File: config.mk
export PLATFORM = sky130hd
export DESIGN_NAME = mult_sequencer
export DESIGN_NICKNAME = d
export VERILOG_FILES = /design/src/rtl/mult_pkg.sv /design/src/rtl/mult_seq_timer.sv /design/src/rtl/mult_sequencer.sv
export SDC_FILE = /design/constraint.sdc
export NUM_CORES = 1
export LEC_CHECK = 0
export BUFFER_PORTS_ARGS = -buffer_cell sky130_fd_sc_hd__buf_2
export CAP_MARGIN = 10
export CORE_MARGIN = 4
export CORE_UTILIZATION = 30
export CTS_CLUSTER_DIAMETER = 200
export DETAILED_ROUTE_END_ITERATION = 6
export GPL_TIMING_DRIVEN = 0
export PLACE_DENSITY = 0.66
export SYNTH_ARGS = -nofsm -noshare
export SYNTH_HDL_FRONTEND = slang
export SYNTH_SLANG_ARGS = --single-unit
File: constraint.sdc
create_clock -name clk -period 4 [get_ports clk]
set_input_delay 0.8 -clock clk [delete_from_list [all_inputs] [get_ports clk]]
set_output_delay 0.8 -clock clk [all_outputs]
set_load 0.05 [all_outputs]
File: src/rtl/mult_pkg.sv
// Shared encodings for the multiplier sequencer and mult_control.
// Sequencer states, count step codes and controller state codes for cross-checking.
package mult_pkg;

  typedef enum logic [2:0] {
    S_IDLE  = 3'd0,
    S_START = 3'd1,
    S_STEP  = 3'd2,
    S_WAIT  = 3'd3,
    S_RESP  = 3'd4
  } seq_state_t;

  localparam logic [1:0] CNT_LL = 2'b00;
  localparam logic [1:0] CNT_LH = 2'b01;
  localparam logic [1:0] CNT_HL = 2'b10;
  localparam logic [1:0] CNT_HH = 2'b11;

  // mult_control state codes, mirrored here so both sides agree on debug decode
  localparam logic [1:0] MC_IDLE = 2'd0;
  localparam logic [1:0] MC_CALC = 2'd1;
  localparam logic [1:0] MC_DONE = 2'd2;

endpackage

File: src/rtl/mult_seq_timer.sv
// Load/enable/expire down-counter bounding the wait for done; expire is combinational.
// Load value N expires on the (N+1)th enabled cycle.
module mult_seq_timer #(
  parameter int TO_W = 4
) (
  input  logic            clk,
  input  logic            reset_a,
  input  logic            load,
  input  logic [TO_W-1:0] load_val,
  input  logic            en,
  output logic            expire
);

  logic [TO_W-1:0] cnt;

  always_ff @(posedge clk) begin
    if (reset_a) begin
      cnt <= '0;
    end else if (load) begin
      cnt <= load_val;
    end else if (en && (cnt != '0)) begin
      cnt <= cnt - 1'b1;
    end
  end

  assign expire = en && (cnt == '0);

endmodule

File: src/rtl/mult_sequencer.sv
// Initiator for the mult_control start/count/done protocol: request in, product out.
// Optional done timeout under MULT_SEQ_TIMEOUT_EN; default build waits for done indefinitely.
module mult_sequencer
  import mult_pkg::*;
#(
  parameter int OP_W        = 8
`ifdef MULT_SEQ_TIMEOUT_EN
  ,
  parameter int TIMEOUT_CYC = 8,
  parameter int TO_W        = 4
`endif
) (
  input  logic              clk,
  input  logic              reset_a,
  input  logic              req_valid,
  output logic              req_ready,
  input  logic [OP_W-1:0]   req_a,
  input  logic [OP_W-1:0]   req_b,
  output logic [OP_W-1:0]   op_a,
  output logic [OP_W-1:0]   op_b,
  output logic              start,
  output logic [1:0]        count,
  input  logic              done,
  input  logic [2*OP_W-1:0] product_in,
  output logic              rsp_valid,
  input  logic              rsp_ready,
  output logic [2*OP_W-1:0] rsp_product,
  output logic              rsp_err,
  output logic              spurious,
  output logic [2:0]        seq_state
);

  seq_state_t state, state_nxt;
  logic [1:0] count_nxt;
  logic       accept;
  logic       capture;
  logic       tmo_fire;
  logic       timeout;

  always_ff @(posedge clk) begin
    if (reset_a) begin
      state       <= S_IDLE;
      count       <= CNT_LL;
      op_a        <= '0;
      op_b        <= '0;
      rsp_product <= '0;
      spurious    <= 1'b0;
    end else begin
      state <= state_nxt;
      count <= count_nxt;
      if (accept) begin
        op_a <= req_a;
        op_b <= req_b;
      end
      if (capture) begin
        rsp_product <= product_in;
      end else if (tmo_fire) begin
        rsp_product <= '0;
      end
      // done outside S_WAIT never completes anything but is remembered
      if (done && (state != S_WAIT)) begin
        spurious <= 1'b1;
      end
    end
  end

  always_comb begin
    state_nxt = state;
    count_nxt = count;
    accept    = 1'b0;
    capture   = 1'b0;
    tmo_fire  = 1'b0;
    case (state)
      S_IDLE: begin
        count_nxt = CNT_LL;
        if (req_valid) begin
          accept    = 1'b1;
          state_nxt = S_START;
        end
      end
      S_START: begin
        count_nxt = CNT_LL;
        state_nxt = S_STEP;
      end
      S_STEP: begin
        if (count == CNT_HH) begin
          state_nxt = S_WAIT;
        end else begin
          count_nxt = count + 2'd1;
        end
      end
      S_WAIT: begin
        count_nxt = CNT_HH;
        if (done) begin
          capture   = 1'b1;
          state_nxt = S_RESP;
        end else if (timeout) begin
          tmo_fire  = 1'b1;
          state_nxt = S_RESP;
        end
      end
      S_RESP: begin
        if (rsp_ready) begin
          count_nxt = CNT_LL;
          state_nxt = S_IDLE;
        end
      end
      default: begin
        count_nxt = CNT_LL;
        state_nxt = S_IDLE;
      end
    endcase
  end

  assign req_ready = (state == S_IDLE);
  assign start     = (state == S_START);
  assign rsp_valid = (state == S_RESP);
  assign seq_state = state;

`ifdef MULT_SEQ_TIMEOUT_EN
  logic rsp_err_q;

  // Loaded on the last count step so the first S_WAIT cycle sees the full budget
  mult_seq_timer #(.TO_W(TO_W)) u_timer (
    .clk      (clk),
    .reset_a  (reset_a),
    .load     ((state == S_STEP) && (count == CNT_HH)),
    .load_val (TO_W'(TIMEOUT_CYC - 1)),
    .en       (state == S_WAIT),
    .expire   (timeout)
  );

  always_ff @(posedge clk) begin
    if (reset_a) begin
      rsp_err_q <= 1'b0;
    end else if (capture) begin
      rsp_err_q <= 1'b0;
    end else if (tmo_fire) begin
      rsp_err_q <= 1'b1;
    end
  end

  assign rsp_err = rsp_err_q;
`else
  assign timeout = 1'b0;
  assign rsp_err = 1'b0;
`endif

endmodule

==> impl_summary.log <==
[metrics] Synthesized Nets: 220
[metrics] flop-to-flop setup slack: 2490 ps
[metrics] most area-hungry cell type in the Yosys netlist: dfxtp_1
[metrics] Area growth syn-to-layout: 38.8%
[metrics] Synth Area in Simple Gates: 28.0%
[metrics] buffer count from post-CTS setup fixing: 0
[metrics] vias per cell: about 4.4
[metrics] maximum number of pins on one net before global-route repair: 12
[metrics] run status: completed
[metrics] final routed wire length divided by cell count: 11.7 µm
[metrics] worst ir drop on vdd: ~0.16 mV
[metrics] WS Path Type: reg -> out
[metrics] top cells by area in the synthesized netlist: dfxtp_1 52%, nand2_1 17%, a21oi_1 12%
[metrics] clock transition at the registers of the reported paths: 70 ps
[metrics] post-synthesis compound-gate area fraction: 13.7%
[metrics] mean instance size in the synthesized netlist: between 8 and 9 µm²
[metrics] residual antenna-violating net count after detailed routing: 0
[metrics] Synth Area in XOR/XNOR: 0%
[metrics] sort of element at the start of the critical path: flop
[metrics] number of optimization iterations in the first detailed-route pass: 4
[metrics] number of instances in the synthesized netlist: 182
[metrics] clock latency of the later-clocked register in the worst-skew pair: 280 ps
[metrics] Endpoint, Worst Hold: op_b[6]
[metrics] worst hold path stage count: 2
[metrics] row cnt: 25
[metrics] number of synthesized flops with an enable pin: 0
[metrics] clock tree from TritonCTS: built
[metrics] ANT cells: 0
[metrics] total of max-cap violations: 0
[metrics] drc violations: 0
[metrics] count of state elements after synthesis: 38
[metrics] portion of netlist area occupied by mux cells: 0.680%
[metrics] vertical die dimension: around 78 µm
[metrics] number of antenna violations at the first check in global routing: 0
[metrics] Ys Warns: 0
[metrics] most common cell after layout, fill and taps aside: buf_2
[metrics] fraction of registers with async set/reset: 0%
[metrics] post-synthesis instance area: 1470 µm²
[metrics] worst reg-to-reg path cell count: 5
[metrics] critical path arrival: around 1600 ps
[metrics] placer's final routability congestion estimate: 0.803
[metrics] CP Data Required Time: 3200 ps
[metrics] final cycle utilization of the critical path: 61.1%
[metrics] maximum net fanout on the critical path: 10
[metrics] worst reg2reg path endpoint: op_a[5]
[metrics] number of I/O port buffers: 76
[metrics] final net count: 303
[metrics] power per unit of standard cell area: approximately 430 nW/µm²
[metrics] most frequent cells in the layout: 82 x buf_2, 65 x nand2_1, 38 x dfxtp_1, 35 x a21oi_1, 8 x clkbuf_1
[metrics] global route total overflow: 0
[metrics] leakage power summed over all cells: 0.949 nW
[metrics] Core Footprint: about 4700 µm²
[metrics] fraction of the yosys area taken by sequential cells: 51.7%
[metrics] fin. max-slew vios: 0
[metrics] number of levels in the clock H-tree: 2
[metrics] top-level port count: 79
[metrics] class of the worst hold path: reg -> reg
[metrics] number of violations reported at the end of detailed-routing iteration 0: 50
[metrics] Starting Density: 31.2%
[metrics] detailed-route via count: 1,462
[metrics] CTS root buffer: clkbuf_8
[metrics] vias in the first global route: approximately 1,300
[metrics] Die Wd: 78.0 µm
[metrics] total negative slack for setup checks: 0 ps
[metrics] total power: between 0.8 and 0.9 mW
[metrics] final critical path time including I/O delays and setup: roughly 2400 ps
[metrics] adder and majority cell fraction of the synthesized area: 0.850%
[metrics] worst clock skew on the final layout: 4.47 ps
[metrics] number of hold violations in the final report: 0
[metrics] commonest register cell after synthesis: dfxtp_1
[metrics] Final setup violation count: 0
[metrics] ratio of cells with drive above 1 in the final layout: about a third
[metrics] setup repair after global routing missed its margin: no
[metrics] estimated wirelength of the detail-placed design: 2.93 mm
[metrics] aggregate routed wire length: 3.91 mm
[metrics] worst-case clock buffer depth: 2
[metrics] startpoint of the most critical hold path: op_b[6]
[metrics] full die area: 6090 µm²
[metrics] Distinct cells, synth: 29
[metrics] top achievable clock speed: 409 MHz
[metrics] type of destination of the critical path: primary output
[metrics] largest family of logic cells by synthesized area: simple AND/OR/NAND/NOR gates
[metrics] Crit Reg-Reg Startpoint: seq_state[0]
[metrics] total global routing track utilization: approximately 14%
[metrics] number of buffers created by CTS: 5
[metrics] global-route wire length before repair: 6.60 mm
[metrics] number of buffers inserted by hold repair at cts: 0
[metrics] count of instances resized after the clock tree is built: 0
[metrics] TritonCTS sink count: 38
[metrics] area share of the largest cell type after synthesis: 51.7%
cells by family after synthesis:
| kind of cell | count (synthesis) |
|---|---|
| fa+ha+maj | 1 |
| mux | 1 |
| other cells | 1 |
| simple gates | 88 |
| buf+inv | 14 |
| compound gates | 39 |
| flops | 38 |
per-stage QoR:
| stage | worst slack, ps | utilization (%) | hold slack, ps | cell area [µm²] | std cells |
|---|---|---|---|---|---|
| detailed placement | 1890 | 41.0 | 444 | 1940 | 325 |
| finish | 1560 | 43.2 | 451 | 2040 | 333 |
| CTS | 1550 | 43.2 | 454 | 2040 | 333 |
| global route | 1350 | 43.2 | 466 | 2040 | 333 |
| global placement | 1880 | 41.0 | 440 | 1940 | 325 |
| floorplan | 959 | - | 671 | 1470 | 182 |
cell type report:
cell class	count	area, µm²
clock inverter	1	30.0
buffer	14	71.3
tap	67	83.8
timing repair buffer	76	380
multi-input combinational	130	639
clock buffer	7	76.3
fill	491	2680
sequential	38	761
power breakdown:
| group | internal (mW) | switching (mW) |
|---|---|---|
| logic | 0.0466 | 0.112 |
| clock network | 0.187 | 0.131 |
| registers | 0.394 | 0.0103 |
cells in the mapped netlist (2+ instances only):
master,number
a21oi_1,35
buf_2,6
clkbuf_1,6
dfxtp_1,38
nand2_1,65
nor2_1,6
nor3_1,3
nor3b_1,2
registers in the layout, summed over array words and instances (netlist names):
name,count
op_b,8
seq_state,3
spurious,1
op_a,8
count,2
rsp_product,16
layer usage:
metal | vias to the layer above | routed length [µm] | GRT usage (%)
met3 | 5 | 286 | 5.39
li1 | 766 | - | -
met4 | 0 | 51 | 4.72
met1 | 646 | 1780 | 17.2
met2 | 45 | 1790 | 21.9
met5 | - | 0 | 0
worst max-delay path, stage by stage (launching register included):
cell and delay, ps:
dfxtp_1 490, clkbuf_1 360, nor3b_1 220, buf_2 290
worst max path at each step:
stage	from	to	slack [ps]	cells after the start
floorplan	seq_state[0]	start	960	2
global placement	seq_state[0]	start	1880	3
detailed placement	seq_state[0]	start	1890	3
CTS	seq_state[0]	start	1550	3
global route	seq_state[0]	start	1350	3
finish	seq_state[0]	start	1560	3
(Power assumes the default switching activity.)
